<file path="src/rtl/cache_ram_pkg.sv">
`default_nettype none
// ============================================================================
// Module   : cache_ram_pkg
// Brief    : Shared types and constants for the cache-to-RAM bridge.
// Revision : 1.0
// ============================================================================
package cache_ram_pkg;

    typedef enum logic [1:0] {
        ST_IDLE    = 2'd0,
        ST_RD      = 2'd1,
        ST_RD_LAST = 2'd2,
        ST_WR      = 2'd3
    } state_t;

    localparam logic [2:0] TYPE_LINE  = 3'b100;
    localparam int         LINE_BEATS = 4;
    localparam logic [1:0] LAST_BEAT  = 2'(LINE_BEATS - 1);

    function automatic logic [31:0] word_sel(input logic [127:0] data, input logic [1:0] idx);
        logic [31:0] w;
        case (idx)
            2'd0:    w = data[31:0];
            2'd1:    w = data[63:32];
            2'd2:    w = data[95:64];
            default: w = data[127:96];
        endcase
        return w;
    endfunction

endpackage
`default_nettype wire

</file>
<file path="src/rtl/cache_wbuf.sv">
`default_nettype none
// ============================================================================
// Module   : cache_wbuf
// Brief    : One-entry write buffer; reports a same-line match against a read.
// Revision : 1.0
// ============================================================================
module cache_wbuf
    import cache_ram_pkg::*;
(
    input  logic         clk,
    input  logic         resetn,
    input  logic         wr_req,
    input  logic [2:0]   wr_type,
    input  logic [31:0]  wr_addr,
    input  logic [3:0]   wr_wstrb,
    input  logic [127:0] wr_data,
    input  logic         clear,
    input  logic [27:0]  cmp_line,
    output logic         wr_rdy,
    output logic         valid,
    output logic [31:0]  addr,
    output logic         is_line,
    output logic [3:0]   wstrb,
    output logic [127:0] data,
    output logic         line_match
);

    logic         r_valid;
    logic [31:0]  r_addr;
    logic         r_line;
    logic [3:0]   r_wstrb;
    logic [127:0] r_data;

    // Accept and clear never coincide: accept needs empty, clear needs full.
    always_ff @(posedge clk or negedge resetn) begin
        if (!resetn) begin
            r_valid <= 1'b0;
            r_addr  <= '0;
            r_line  <= 1'b0;
            r_wstrb <= '0;
            r_data  <= '0;
        end else if (wr_req && !r_valid) begin
            r_valid <= 1'b1;
            r_addr  <= wr_addr;
            r_line  <= (wr_type == TYPE_LINE);
            r_wstrb <= wr_wstrb;
            r_data  <= wr_data;
        end else if (clear) begin
            r_valid <= 1'b0;
        end
    end

    assign wr_rdy     = !r_valid;
    assign valid      = r_valid;
    assign addr       = r_addr;
    assign is_line    = r_line;
    assign wstrb      = r_wstrb;
    assign data       = r_data;
    assign line_match = r_valid && (cmp_line == r_addr[31:4]);

endmodule
`default_nettype wire

</file>
<file path="src/rtl/cache_ram_bridge.sv">
`default_nettype none
// ============================================================================
// Module   : cache_ram_bridge
// Brief    : Sequences cache read/write requests into beats on a 1-cycle RAM.
//            Optional macro: CACHE_BRIDGE_RAW_CHECK_EN (block reads on same line only).
// Revision : 1.0
// ============================================================================
module cache_ram_bridge
    import cache_ram_pkg::*;
#(
    parameter int RAM_AW = 16
) (
    input  logic              clk,
    input  logic              resetn,
    input  logic              rd_req,
    input  logic [2:0]        rd_type,
    input  logic [31:0]       rd_addr,
    output logic              rd_rdy,
    output logic              ret_valid,
    output logic              ret_last,
    output logic [31:0]       ret_data,
    input  logic              wr_req,
    input  logic [2:0]        wr_type,
    input  logic [31:0]       wr_addr,
    input  logic [3:0]        wr_wstrb,
    input  logic [127:0]      wr_data,
    output logic              wr_rdy,
    output logic              mem_en,
    output logic [3:0]        mem_we,
    output logic [RAM_AW-1:0] mem_addr,
    output logic [31:0]       mem_wdata,
    input  logic [31:0]       mem_rdata
);

    state_t              r_state;
    logic [1:0]          r_cnt;
    logic                r_line;
    logic [RAM_AW-1:0]   r_base;

    logic                w_buf_valid;
    logic [31:0]         w_buf_addr;
    logic                w_buf_line;
    logic [3:0]          w_buf_wstrb;
    logic [127:0]        w_buf_data;
    logic                w_line_match;
    logic                w_rd_block;
    logic                w_rd_accept;
    logic                w_rd_line;
    logic                w_last;
    logic                w_wr_clear;
    logic [RAM_AW-1:0]   w_rd_waddr;
    logic [RAM_AW-1:0]   w_buf_waddr;
    logic                w_unused_ok;

    cache_wbuf u_wbuf (
        .clk        (clk),
        .resetn     (resetn),
        .wr_req     (wr_req),
        .wr_type    (wr_type),
        .wr_addr    (wr_addr),
        .wr_wstrb   (wr_wstrb),
        .wr_data    (wr_data),
        .clear      (w_wr_clear),
        .cmp_line   (rd_addr[31:4]),
        .wr_rdy     (wr_rdy),
        .valid      (w_buf_valid),
        .addr       (w_buf_addr),
        .is_line    (w_buf_line),
        .wstrb      (w_buf_wstrb),
        .data       (w_buf_data),
        .line_match (w_line_match)
    );

`ifdef CACHE_BRIDGE_RAW_CHECK_EN
    assign w_rd_block = w_buf_valid && w_line_match;
`else
    assign w_rd_block = w_buf_valid;
`endif

    // Address bits above the RAM and below the word are intentionally ignored.
    assign w_unused_ok = ^{rd_addr, w_buf_addr, w_line_match};

    assign w_rd_waddr  = rd_addr[RAM_AW+1:2];
    assign w_buf_waddr = w_buf_addr[RAM_AW+1:2];
    assign w_rd_line   = (rd_type == TYPE_LINE);
    assign rd_rdy      = (r_state == ST_IDLE) && !w_rd_block;
    assign w_rd_accept = rd_req && rd_rdy;
    assign w_last      = r_line ? (r_cnt == LAST_BEAT) : 1'b1;
    assign w_wr_clear  = (r_state == ST_WR) && w_last;
    assign ret_data    = ret_valid ? mem_rdata : 32'h0;

    // mem_* always describe the beat issued in the current cycle.
    always_ff @(posedge clk or negedge resetn) begin
        if (!resetn) begin
            r_state   <= ST_IDLE;
            r_cnt     <= '0;
            r_line    <= 1'b0;
            r_base    <= '0;
            mem_en    <= 1'b0;
            mem_we    <= '0;
            mem_addr  <= '0;
            mem_wdata <= '0;
            ret_valid <= 1'b0;
            ret_last  <= 1'b0;
        end else begin
            ret_valid <= (r_state == ST_RD);
            ret_last  <= 1'b0;
            mem_en    <= 1'b0;
            mem_we    <= '0;
            mem_addr  <= '0;
            mem_wdata <= '0;
            case (r_state)
                ST_IDLE: begin
                    if (w_rd_accept) begin
                        r_state  <= ST_RD;
                        r_cnt    <= '0;
                        r_line   <= w_rd_line;
                        r_base   <= w_rd_line ? {w_rd_waddr[RAM_AW-1:2], 2'b00} : w_rd_waddr;
                        mem_en   <= 1'b1;
                        mem_addr <= w_rd_line ? {w_rd_waddr[RAM_AW-1:2], 2'b00} : w_rd_waddr;
                    end else if (w_buf_valid) begin
                        r_state   <= ST_WR;
                        r_cnt     <= '0;
                        r_line    <= w_buf_line;
                        mem_en    <= 1'b1;
                        mem_we    <= w_buf_line ? 4'hF : w_buf_wstrb;
                        mem_addr  <= w_buf_line ? {w_buf_waddr[RAM_AW-1:2], 2'b00} : w_buf_waddr;
                        mem_wdata <= word_sel(w_buf_data, 2'd0);
                    end
                end
                ST_RD: begin
                    if (w_last) begin
                        r_state  <= ST_RD_LAST;
                        ret_last <= 1'b1;
                    end else begin
                        r_cnt    <= r_cnt + 2'd1;
                        mem_en   <= 1'b1;
                        mem_addr <= {r_base[RAM_AW-1:2], r_cnt + 2'd1};
                    end
                end
                ST_RD_LAST: begin
                    r_state <= ST_IDLE;
                end
                ST_WR: begin
                    if (w_last) begin
                        r_state <= ST_IDLE;
                    end else begin
                        r_cnt     <= r_cnt + 2'd1;
                        mem_en    <= 1'b1;
                        mem_we    <= 4'hF;
                        mem_addr  <= {w_buf_waddr[RAM_AW-1:2], r_cnt + 2'd1};
                        mem_wdata <= word_sel(w_buf_data, r_cnt + 2'd1);
                    end
                end
                default: begin
                    r_state <= ST_IDLE;
                end
            endcase
        end
    end

endmodule
`default_nettype wire

</file>
<file path="config.mk">
export PLATFORM = sky130hd
export DESIGN_NAME = cache_ram_bridge
export DESIGN_NICKNAME = d
export VERILOG_FILES = /design/src/rtl/cache_ram_pkg.sv /design/src/rtl/cache_wbuf.sv /design/src/rtl/cache_ram_bridge.sv
export SDC_FILE = /design/constraint.sdc
export NUM_CORES = 1
export LEC_CHECK = 0
export ABC_AREA = 1
export BUFFER_PORTS_ARGS = -buffer_cell sky130_fd_sc_hd__buf_2
export CORE_MARGIN = 3
export CORE_UTILIZATION = 46
export CTS_CLUSTER_SIZE = 28
export DETAILED_ROUTE_END_ITERATION = 10
export PLACE_DENSITY = 0.79
export REMOVE_ABC_BUFFERS = 1
export SYNTH_ARGS = -nofsm -noshare
export SYNTH_HDL_FRONTEND = slang
export SYNTH_SLANG_ARGS = --single-unit
</file>
<file path="constraint.sdc">
create_clock -name clk -period 1.5 [get_ports clk]
set_input_delay 0.075 -clock clk [delete_from_list [all_inputs] [get_ports clk]]
set_output_delay 0.075 -clock clk [all_outputs]
set_load 0.02 [all_outputs]
</file>
==> impl_results.rst, run 1 <==
.. list-table::
   :header-rows: 1

   * - Metric
     - Value
   * - Number of global-route vias before repair
     - 10820
   * - Fraction of the yosys area taken by sequential cells
     - 55.69%
   * - First-pass GRT wire length
     - 54.72 mm
   * - PortBufs
     - 294
   * - Crit-path cells
     - inv_2 -> buf_4 -> ha_2 -> inv_2 -> nand2_2 -> nand2_2 -> and2_1 -> o21ai_0
   * - Setup slack, reg-to-reg
     - -30 ps
   * - Post-Route Utilization
     - 70.50%
   * - Critical-path top delay cell
     - dfrtp_1
   * - Final critical delay including setup and external delays
     - 1529 ps
   * - Critical path type
     - register to register
   * - Violated checks
     - setup timing
   * - Static leakage power
     - 8.360 nW
   * - Top cell type's share of synthesized area
     - 55.69%
   * - Slowest cell delay on critical path
     - 390 ps
   * - Die area
     - 23690 um2
   * - Worst-case hold slack
     - 50.97 ps
   * - Final wirelength
     - 35.94 mm
   * - First element of the critical path
     - r_state[1]
   * - Register clock-pin slew on the reported worst setup and hold paths
     - 60 ps
   * - Worst slew slack as a fraction of its limit
     - 65.96%
   * - Dpl hpwl
     - 19.92 mm
   * - Clock tree from TritonCTS
     - done
   * - Max-cap violation count
     - 0
   * - Max clock buf depth
     - 3
   * - Total number of clock tree sinks
     - 224
   * - Pwr dens
     - 1867 nW/um2
   * - Crit path setup slack, layout
     - -29.48 ps
   * - RR Endpoint
     - r_state[1]
   * - ANT nets after route
     - 0
   * - Initial Util
     - 47.28%
   * - Final Max Slew Viols
     - 0
   * - Maximum number of pins on one net before global-route repair
     - 69
   * - Worst Path Max Fanout
     - 4
   * - Final period utilization
     - 102.0%
   * - Total Routing Usage GR
     - 28.56%
   * - X dimension of the die
     - 153.9 um
   * - Insertion delay of the later-clocked pin in the worst-skew pair
     - 520 ps
   * - Setup-violating endpoint count in the final report
     - 2
   * - Outcome
     - complete, but fails checks
   * - Number of antenna violations at the first check in global routing
     - 1
   * - Fraction of layout cells with a size suffix above 1
     - 25.08%
   * - Post-synthesis average cell area
     - 7.814 um2
   * - Hold Fails Final Rpt
     - 0
   * - Worst Path Arrival
     - 1940 ps
   * - Setup repair after global routing missed its margin
     - yes
   * - Avg Vias per Cell
     - 5.222
   * - Number of synthesis warnings
     - 0
   * - Number of distinct library cells after synthesis
     - 24
   * - Vias
     - 10770
   * - Worst min-delay path class
     - input port to async pin
   * - Placer congestion estimate
     - 0.8265
   * - Area used by multi-input combinational logic
     - 4004 um2
   * - Maximum clock frequency
     - 653.8 MHz
   * - # placed instances
     - 1838
   * - Total Nets Final
     - 2017
   * - Post-layout instance count excluding filler cells
     - 2062
   * - Total clock buffers created by CTS
     - 24
   * - Routed wirelength normalized by instance count
     - 17.43 um
   * - Critical path buffers and inverters
     - 3
   * - Count of pins on the block boundary
     - 327
   * - Synthesized netlist cell count
     - 1288
   * - Count of fill cells added during filler insertion
     - 1535
   * - Area growth from synthesis to layout
     - 49.10%
   * - Number of logic stages on the critical path including buffering
     - 8
   * - Sequential cell area
     - 5610 um2
   * - H-tree Lvls
     - 1
   * - Synthesized flop and latch total
     - 224
   * - Cell family with the largest share of critical-path delay
     - flip-flops
   * - DIE HEIGHT
     - 153.9 um
   * - Length in cells of the worst reg-to-reg path
     - 8
   * - Violation count after the first detailed-route iteration
     - 831
   * - Root cell of the clock tree
     - clkbuf_16
   * - Transition at the pin with the smallest max-transition slack
     - 510.5 ps
   * - Number of placement rows
     - 53
   * - Largest area contributor in the synthesized netlist
     - dfrtp_1
   * - Detailed-routing iteration count for the pre-antenna-repair pass
     - 5
   * - Clock tree skew after final layout
     - 14.00 ps
   * - Total standard cell area after synthesis
     - 10060 um2
   * - Required arrival time at the worst endpoint
     - 1910 ps
   * - Kind of start point of the critical path
     - register
   * - Critical Path Sink Type
     - register
   * - VDD IR max
     - 1.035 mV
   * - Largest cells by area after synthesis
     - dfrtp_1, nand2_1, nor2_1, a21oi_1, inv_1
   * - TNS Setup
     - -32.96 ps
   * - Reg-to-Reg Start
     - r_state[1]
   * - Core area
     - 21290 um2
   * - Total congestion overflow after global routing
     - 0
   * - DRC violation count after routing
     - 0
==> where the power goes <==
group	internal, mW	leakage (nW)	total, mW	switching [mW]
combinational	4.63	5.16	12.1	7.46
clock	3.25	0.359	5.60	2.36
sequential	8.70	2.84	10.3	1.63
total	16.6	8.36	28.0	11.4
==> layout by cell type, fill, tap and decap left out, types with 2 or more instances in the layout <==
cell type      instances
buf_8                  2
buf_12                23
ha_4                   6
inv_4                  4
buf_2                290
nor2_4                 5
clkbuf_16             28
inv_2                  7
clkbuf_1               8
dfrtp_1              220
dfrtp_2                4
nand2_2               17
nand2_4                6
nand2_1              629
a21oi_2                3
o211ai_1               2
nor2_2                 5
buf_4                 30
nor2_1               111
o21ai_0               33
clkbuf_8               6
buf_6                  6
dlygate4sd3_1        171
inv_1                 55
nand3_1               42
a21oi_1               63
==> cell families after synthesis <==
family                   count (synthesis)  synth area share, %
flip-flops                             224                55.69
AO/OA/AOI/OAI                          102                5.122
buffers and inverters                  135                6.527
AND/OR/NAND/NOR                        819                31.66
adder cells (fa/ha/maj)                  8               0.9946
==> worst max-delay path by stage <==
stage                                end  slack, ps
after floorplan           u_wbuf.addr[2]      -4200
after global placement       mem_addr[0]         -8
after detailed placement   mem_wdata[23]        -70
after CTS                   mem_addr[14]         -2
after global routing          r_state[1]        -70
final                         r_state[1]        -30
==> stage by stage <==
| step | power, mW | area (um2) | worst slack, ps |
|---|---|---|---|
| 2_1_floorplan | 16.17 | 9658 | -4203 |
| 3_3_place_gp | 20.26 | 12140 | -7.518 |
| 3_5_place_dp | 20.60 | 12140 | -73.92 |
| 4_1_cts | 26.84 | 14670 | -1.579 |
| 5_1_grt | 29.67 | 15010 | -69.88 |
| 6_report | 28.02 | 15010 | -29.48 |
==> routing by layer <==
| metal | part of all wire, % | GRT usage (%) | up-vias |
|---|---|---|---|
| li1 | - | - | 4895 |
| met1 | 36 | 34.00 | 5030 |
| met2 | 50 | 49.63 | 691 |
| met3 | 8.8 | 5.404 | 152 |
| met4 | 4.8 | 14.26 | 0 |
| met5 | 0 | 0 | - |
==> worst reg2reg max path, delay by kind of cell, from the launching register on <==
kind	cells	cell delay, ps
DFF	1	390
and+or+nand+nor	3	380
buffers and inverters	3	270
AOI/OAI and AO/OA	1	220
adders and majority gates	1	170
==> flip-flops by register name, indices dropped and copies added (netlist names) <==
signal and flops:
u_wbuf.data 128, mem_wdata 32, mem_addr 16, u_wbuf.addr 16, r_base 14, mem_we 4, u_wbuf.wstrb 4, r_cnt 2
r_state 2, mem_en 1, r_line 1, ret_last 1, ret_valid 1, u_wbuf.is_line 1, u_wbuf.valid 1
==> final cells by class <==
| type | count | share of cell area (%) |
|---|---|---|
| inverter | 66 | 1.718 |
| clock inverter | 3 | 0.1918 |
| timing repair buffer | 526 | 26.96 |
| antenna | 1 | 0.01667 |
| multi-input combinational | 929 | 26.68 |
| sequential | 224 | 37.39 |
| tap | 275 | 2.293 |
| clock buffer | 38 | 4.752 |
==> cells in the mapped netlist, drive strengths merged <==
master and number:
nand2 652, dfrtp 224, nor2 122, a21oi 66
inv 65, buf 43, nand3 43, o21ai 34
clkbuf 26, ha 8, o211ai 2, and2 1
clkinv 1, or2 1
==> repair_timing <==
action                     in CTS  in global routing
resized for setup              16                 63
hold buffers                  171                  0
cloned                          0                  5
pin swaps                       2                 16
setup buffers                   5                  2
hold endpoints to repair      404                  0
setup endpoints to repair      49                 73
Note: power is estimated with default switching activity, not from simulation.
==> run 2: changes to the inputs <==
--- a/config.mk
+++ b/config.mk
@@ -8,10 +8,10 @@
 export ABC_AREA = 1
 export BUFFER_PORTS_ARGS = -buffer_cell sky130_fd_sc_hd__buf_2
 export CORE_MARGIN = 3
-export CORE_UTILIZATION = 46
+export CORE_UTILIZATION = 51
 export CTS_CLUSTER_SIZE = 28
 export DETAILED_ROUTE_END_ITERATION = 10
-export PLACE_DENSITY = 0.79
+export PLACE_DENSITY = 0.83
 export REMOVE_ABC_BUFFERS = 1
 export SYNTH_ARGS = -nofsm -noshare
 export SYNTH_HDL_FRONTEND = slang
==> constraint.sdc (replaced) <==
create_clock -name clk -period 1.55 [get_ports clk]
set_input_delay 0.0775 -clock clk [delete_from_list [all_inputs] [get_ports clk]]
set_output_delay 0.0775 -clock clk [all_outputs]
set_load 0.02 [all_outputs]
==> impl_results.rst, run 2 (same netlist as run 1, synthesis figures left out) <==
.. list-table::
   :header-rows: 1

   * - Metric
     - Value
   * - Vias
     - 10990 (was 10770)
   * - Setup-violating endpoint count in the final report
     - 2 (unchanged)
   * - Critical-path top delay cell
     - dfrtp_2 (was dfrtp_1)
   * - Share of power burned in the clock network
     - 21.3% (was 20.0%)
   * - X dimension of the die
     - 146.5 um (was 153.9 um)
   * - Final period utilization
     - 100.8% (was 102.0%)
   * - Worst min-delay path class
     - input port to register (was input port to async pin)
   * - Initial Util
     - 52.92% (was 47.28%)
   * - Clock tree from TritonCTS
     - done (unchanged)
   * - Max clock buf depth
     - 3 (unchanged)
   * - Detailed-routing iteration count for the pre-antenna-repair pass
     - 5 (unchanged)
   * - Total Nets Final
     - 2012 (was 2017)
   * - DRC violation count after routing
     - 0 (unchanged)
   * - Critical path type
     - register to register (unchanged)
   * - Placer congestion estimate
     - 0.8241 (was 0.8265)
   * - Maximum number of pins on one net before global-route repair
     - 68 (was 69)
   * - Outcome
     - complete, but fails checks (unchanged)
   * - Worst slew slack as a fraction of its limit
     - 68.34% (was 65.96%)
   * - Total clock buffers created by CTS
     - 23 (was 24)
   * - Root cell of the clock tree
     - clkbuf_16 (unchanged)
   * - Crit path setup slack, layout
     - -12.52 ps (was -29.48 ps)
   * - ANT nets after route
     - 0 (unchanged)
   * - Routed wirelength normalized by instance count
     - 18.50 um (was 17.43 um)
   * - Most common cell after layout, fill and taps aside
     - nand2_1 (unchanged)
   * - VDD IR max
     - 1.129 mV (was 1.035 mV)
   * - Dpl hpwl
     - 19.54 mm (was 19.92 mm)
   * - Commonest cells after routing, fill and taps aside
     - nand2_1, buf_2, dfrtp_1 (unchanged)
   * - Setup repair after global routing missed its margin
     - yes (unchanged)
   * - Final critical delay including setup and external delays
     - 1563 ps (was 1529 ps)
   * - Count of pins on the block boundary
     - 327 (unchanged)
   * - Violated checks
     - setup timing (unchanged)
   * - Hold Fails Final Rpt
     - 0 (unchanged)
   * - Share of power burned in combinational logic
     - 42.8% (was 43.1%)
   * - Max-cap violation count
     - 0 (unchanged)
   * - Number of antenna violations at the first check in global routing
     - 4 (was 1)
   * - Transition at the pin with the smallest max-transition slack
     - 474.9 ps (was 510.5 ps)
   * - Total Routing Usage GR
     - 32.61% (was 28.56%)
   * - Static leakage power
     - 8.327 nW (was 8.360 nW)
   * - Crit-path most repeated cell
     - nor2_1
   * - Maximum clock frequency
     - 640.0 MHz (was 653.8 MHz)
   * - PortBufs
     - 294 (unchanged)
   * - Required arrival time at the worst endpoint
     - 1960 ps (was 1910 ps)
   * - Worst Path Arrival
     - 1980 ps (was 1940 ps)
   * - Insertion delay of the later-clocked pin in the worst-skew pair
     - 510 ps (was 520 ps)
   * - First-pass GRT wire length
     - 56.05 mm (was 54.72 mm)
   * - Post-Route Utilization
     - 78.74% (was 70.50%)
   * - Kind of start point of the critical path
     - register (unchanged)
   * - Total number of clock tree sinks
     - 224 (unchanged)
   * - Final wirelength
     - 37.89 mm (was 35.94 mm)
   * - Die area
     - 21460 um2 (was 23690 um2)
   * - Final Max Slew Viols
     - 0 (unchanged)
   * - Number of placement rows
     - 50 (was 53)
   * - Fraction of layout cells with a size suffix above 1
     - 24.06% (was 25.08%)
   * - Clock tree skew after final layout
     - 14.26 ps (was 14.00 ps)
   * - Setup Slack @ Placement
     - -87.44 ps (was -73.92 ps)
   * - Pwr dens
     - 1866 nW/um2 (was 1867 nW/um2)
   * - Count of fill cells added during filler insertion
     - 1164 (was 1535)
   * - Cell internal power dissipation
     - 16.57 mW (was 16.58 mW)
   * - Worst Path Max Fanout
     - 7 (was 4)
   * - Critical Path Sink Type
     - register (unchanged)
   * - Violation count after the first detailed-route iteration
     - 989 (was 831)
   * - Crit-path cells
     - ha_4 -> inv_4 -> nand2_4 -> nor2_4 -> buf_12 -> nand2_2 -> nand2_1 -> nor2_1 -> nor2_1 (was inv_2 -> buf_4 -> ha_2 -> inv_2 -> nand2_2 -> nand2_2 -> and2_1 -> o21ai_0)
   * - Avg Vias per Cell
     - 5.365 (was 5.222)
   * - Number of flip-flops in the largest register
     - 128 (unchanged)
   * - Switching power of the nets
     - 11.37 mW (was 11.44 mW)
   * - Total congestion overflow after global routing
     - 0 (unchanged)
   * - Area growth from synthesis to layout
     - 48.79% (was 49.10%)
   * - Fraction of power spent switching nets
     - 40.69% (was 40.83%)
   * - Register clock-pin slew on the reported worst setup and hold paths
     - 60 ps (about the same)
   * - Core area
     - 19020 um2 (was 21290 um2)
   * - Slowest cell delay on critical path
     - 470 ps (was 390 ps)
   * - H-tree Lvls
     - 1 (unchanged)
   * - Worst-case hold slack
     - 43.07 ps (was 50.97 ps)
   * - Seq pwr share
     - 35.9% (was 36.9%)
   * - Number of global-route vias before repair
     - 11060 (was 10820)
   * - DIE HEIGHT
     - 146.5 um (was 153.9 um)
   * - PnR Total Power
     - 27.94 mW (was 28.02 mW)
## run 2: changes by cell type in the layout (fill, tap and decap cells not counted), sizes merged
cell,delta
clkinv,+2
clkinvlp,+1
diode,+4
nor2,+1
clkbuf,-1
bufinv,+3
buf,-9
## run 2: repair_timing
item                       in CTS  in global routing
setup buffers                   0                  9
hold endpoints to repair      404                  0
cloned                          0                 10
setup endpoints to repair      48                 57
hold buffers                  171                  0
resized for setup              11                 40
pin swaps                       1                  5
## run 2: final cells by class
| type | instances | area [um2] | area share (%) |
|---|---|---|---|
| clock buffers | 33 | 693.2 | 4.629 |
| flip-flops and latches | 224 | 5609 | 37.46 |
| well taps | 260 | 325.3 | 2.172 |
| multi-input cells | 930 | 3935 | 26.28 |
| inverters | 66 | 261.5 | 1.746 |
| diodes | 5 | 12.51 | 0.08355 |
| clock inverters | 9 | 126.4 | 0.8438 |
| repair buffers | 521 | 4013 | 26.79 |
## run 2: path summary, 6_finish.rpt
check,startpoint,to,slack (ps),cells past startpoint
worst max-delay path,r_cnt[1],mem_addr[3],-10,9
worst min-delay path,rd_type[1],mem_addr[0],40,5
worst max register to register,r_cnt[1],mem_addr[3],-10,9
worst min register to register,u_wbuf.data[107],u_wbuf.data[107],480,2
max in group asynchronous,resetn,mem_wdata[17],810,3
min in group asynchronous,resetn,u_wbuf.addr[6],80,2
## run 2: power by group through the flow
stage               clock [mW]  combinational [mW]  sequential [mW]
floorplan                    0                5.48             10.2
global placement             0                9.47             9.76
detailed placement           0                9.77             9.83
CTS                       5.93                10.3             9.78
global route              6.22                13.1             10.2
finish                    5.96                11.9             10.0
## run 2: routing by layer
metal / track usage (%) / up-vias / share of wire (%)
li1: - / 4889 / -
met1: 37.39 / 5080 / 34
met2: 55.80 / 775 / 49
met3: 6.766 / 244 / 9.3
met4: 20.56 / 0 / 7.4
met5: 0 / - / 0
## run 2: per-stage QoR
stage | area (um2) | TNS (ps) | instances
2_1_floorplan | 9658 | -625440 | 1219
3_3_place_gp | 11940 | -87.39 | 1811
3_5_place_dp | 11940 | -2028 | 1811
4_1_cts | 14500 | -11.27 | 2024
5_1_grt | 14970 | -310.2 | 2047
6_report | 14980 | -13.90 | 2048
## run 2: critical path: cells and delay by family, from the launching register on
family | cells | cell delay, ps
fa+ha+maj | 1 | 210
simple gates | 6 | 560
buf+inv | 2 | 220
flops | 1 | 470
==> run 3: changes to the inputs <==
--- a/config.mk
+++ b/config.mk
@@ -13,6 +13,7 @@
 export DETAILED_ROUTE_END_ITERATION = 10
 export PLACE_DENSITY = 0.83
 export REMOVE_ABC_BUFFERS = 1
+export SKIP_CTS_REPAIR_TIMING = 1
 export SYNTH_ARGS = -nofsm -noshare
 export SYNTH_HDL_FRONTEND = slang
 export SYNTH_SLANG_ARGS = --single-unit
==> impl_results.rst, run 3 (same netlist as run 1, synthesis figures left out) <==
.. list-table::
   :header-rows: 1

   * - Metric
     - Value
   * - Outcome
     - complete, but fails checks (unchanged)
   * - Violated checks
     - setup timing (unchanged)
   * - VDD IR max
     - 1.101 mV (was 1.129 mV)
   * - Maximum clock frequency
     - 616.8 MHz (was 640.0 MHz)
   * - Dpl hpwl
     - 19.54 mm (unchanged)
   * - First-pass GRT wire length
     - 45.02 mm (was 56.05 mm)
   * - Fraction of layout cells with a size suffix above 1
     - 22.91% (was 24.06%)
   * - Count of fill cells added during filler insertion
     - 1201 (was 1164)
   * - Clock tree skew after final layout
     - 17.22 ps (was 14.26 ps)
   * - Setup slack, reg-to-reg
     - -70 ps (was -10 ps)
   * - Max clock buf depth
     - 3 (unchanged)
   * - Max-cap violation count
     - 0 (unchanged)
   * - First element of the critical path
     - r_cnt[1] (unchanged)
   * - ANT nets after route
     - 0 (unchanged)
   * - Reg-to-Reg Start
     - r_cnt[1] (unchanged)
   * - Worst Path Arrival
     - 2020 ps (was 1980 ps)
   * - Setup repair after global routing missed its margin
     - yes (unchanged)
   * - PnR Total Power
     - 27.29 mW (was 27.94 mW)
   * - Total congestion overflow after global routing
     - 0 (unchanged)
   * - Hold Startpoint
     - rd_type[1] (unchanged)
   * - Area growth from synthesis to layout
     - 46.36% (was 48.79%)
   * - X dimension of the die
     - 146.5 um (unchanged)
   * - Insertion delay of the later-clocked pin in the worst-skew pair
     - 510 ps (about the same)
   * - Hold Fails Final Rpt
     - 0 (unchanged)
   * - Maximum number of pins on one net before global-route repair
     - 68 (unchanged)
   * - Transition at the pin with the smallest max-transition slack
     - 494.1 ps (was 474.9 ps)
   * - Length in cells of the worst reg-to-reg path
     - 7 (was 9)
   * - H-tree Lvls
     - 1 (unchanged)
   * - Core area
     - 19020 um2 (unchanged)
   * - Pwr dens
     - 1853 nW/um2 (was 1866 nW/um2)
   * - Vias
     - 10840 (was 10990)
   * - # placed instances
     - 1811 (unchanged)
   * - Root cell of the clock tree
     - clkbuf_16 (unchanged)
   * - Final critical delay including setup and external delays
     - 1621 ps (was 1563 ps)
   * - Number of placement rows
     - 50 (unchanged)
   * - Total Nets Final
     - 2001 (was 2012)
   * - Clock tree from TritonCTS
     - done (unchanged)
   * - Kind of start point of the critical path
     - register (unchanged)
   * - Placer congestion estimate
     - 0.8241 (unchanged)
   * - DRC violation count after routing
     - 0 (unchanged)
   * - Crit-path cells
     - ha_4 -> inv_4 -> nand3_4 -> buf_8 -> nor2_1 -> nand2_1 -> a21oi_1 (was ha_4 -> inv_4 -> nand2_4 -> nor2_4 -> buf_12 -> nand2_2 -> nand2_1 -> nor2_1 -> nor2_1)
   * - Post-Route Utilization
     - 77.45% (was 78.74%)
   * - Setup-violating endpoint count in the final report
     - 2 (unchanged)
   * - TNS Setup
     - -78.10 ps (was -13.90 ps)
   * - RR Endpoint
     - mem_wdata[29] (was mem_addr[3])
   * - Number of antenna violations at the first check in global routing
     - 3 (was 4)
   * - Initial Util
     - 52.92% (unchanged)
   * - Critical Path Sink Type
     - register (unchanged)
   * - Final Max Slew Viols
     - 0 (unchanged)
   * - Worst Path Max Fanout
     - 27 (was 7)
   * - Final wirelength
     - 36.72 mm (was 37.89 mm)
   * - PortBufs
     - 294 (unchanged)
   * - Critical path type
     - register to register (unchanged)
   * - DIE HEIGHT
     - 146.5 um (unchanged)
   * - Total Routing Usage GR
     - 25.83% (was 32.61%)
   * - Number of global-route vias before repair
     - 8894 (was 11060)
   * - Critical-path top delay cell
     - dfrtp_1 (was dfrtp_2)
   * - Worst setup path endpoint
     - mem_wdata[29] (was mem_addr[3])
   * - Count of pins on the block boundary
     - 327 (unchanged)
   * - Worst min-delay path class
     - input port to register (unchanged)
   * - Final period utilization
     - 104.6% (was 100.8%)
   * - Number of flip-flops in the largest register
     - 128 (unchanged)
   * - Crit path setup slack, layout
     - -71.38 ps (was -12.52 ps)
   * - Required arrival time at the worst endpoint
     - 1950 ps (was 1960 ps)
   * - Register clock-pin slew on the reported worst setup and hold paths
     - 70 ps (was 60 ps)
   * - Post-layout instance count excluding filler cells
     - 2036 (was 2048)
   * - Commonest cells after routing, fill and taps aside
     - nand2_1, buf_2, dfrtp_1 (unchanged)
   * - Slowest cell delay on critical path
     - 470 ps (about the same)
   * - Most common cell after layout, fill and taps aside
     - nand2_1 (unchanged)
   * - Die area
     - 21460 um2 (unchanged)
   * - Worst slew slack as a fraction of its limit
     - 67.06% (was 68.34%)
   * - Total clock buffers created by CTS
     - 23 (unchanged)
   * - Static leakage power
     - 8.246 nW (was 8.327 nW)
   * - Routed wirelength normalized by instance count
     - 18.03 um (was 18.50 um)
   * - Violation count after the first detailed-route iteration
     - 1051 (was 989)
   * - Detailed-routing iteration count for the pre-antenna-repair pass
     - 5 (unchanged)
   * - Total number of clock tree sinks
     - 224 (unchanged)
   * - Avg Vias per Cell
     - 5.324 (was 5.365)
-- run 3: changes by cell type in the layout (fill, tap and decap cells not counted), moves of 3 or more --
cell | previous run | this run
a21oi_1 | 60 | 66
a21oi_2 | 6 | 0
clkbuf_16 | 31 | 26
buf_4 | 25 | 21
nand2_1 | 646 | 649
-- run 3: stage by stage --
step	setup slack, ps	instance area, um2	hold WS [ps]
2_1_floorplan	-4153	9658	-218.1
3_3_place_gp	-9.158	11940	38.66
3_5_place_dp	-87.44	11940	41.83
4_1_cts	-211.6	12760	-494.9
5_1_grt	-111.8	14730	86.11
6_report	-71.38	14730	32.64
-- run 3: worst min path at each step --
stage          slack [ps]  cells after the start              to
5_1_grt                90                      5     mem_addr[0]
4_1_cts              -490                      1  u_wbuf.addr[6]
3_3_place_gp           40                      1  u_wbuf.addr[6]
3_5_place_dp           40                      1  u_wbuf.addr[6]
2_1_floorplan        -220                      0     mem_addr[0]
6_report               30                      5     mem_addr[0]
-- run 3: report_power, final --
part	internal (mW)	switching, mW	leakage, nW
Combinational	4.16	7.18	4.99
Sequential	8.41	1.58	2.85
Clock	3.61	2.35	0.406
Total	16.2	11.1	8.25
-- run 3: critical path: cells and delay by family (launching register included) --
family                     cells  cell delay (ps)
buffers and inverters          2              270
DFF                            1              470
adders and majority gates      1              240
and+or+nand+nor                3              280
AOI/OAI and AO/OA              1              260
-- run 3: area by class of cell --
cell class / count / area, um2 / share of cell area, %
multi-input cells: 929 / 3870 / 26.27
well taps: 260 / 325.3 / 2.208
flip-flops and latches: 224 / 5607 / 38.06
inverters: 66 / 259.0 / 1.758
clock buffers: 33 / 693.2 / 4.706
clock inverters: 9 / 126.4 / 0.8579
diodes: 4 / 10.01 / 0.06795
repair buffers: 511 / 3840 / 26.07
-- run 3: metal layers --
metal	track usage, %	share of wire (%)	up-vias
met5	0	0	-
met4	9.690	6.8	0
met3	4.562	8.7	192
met2	42.93	49	739
met1	34.16	36	5047
li1	-	-	4861
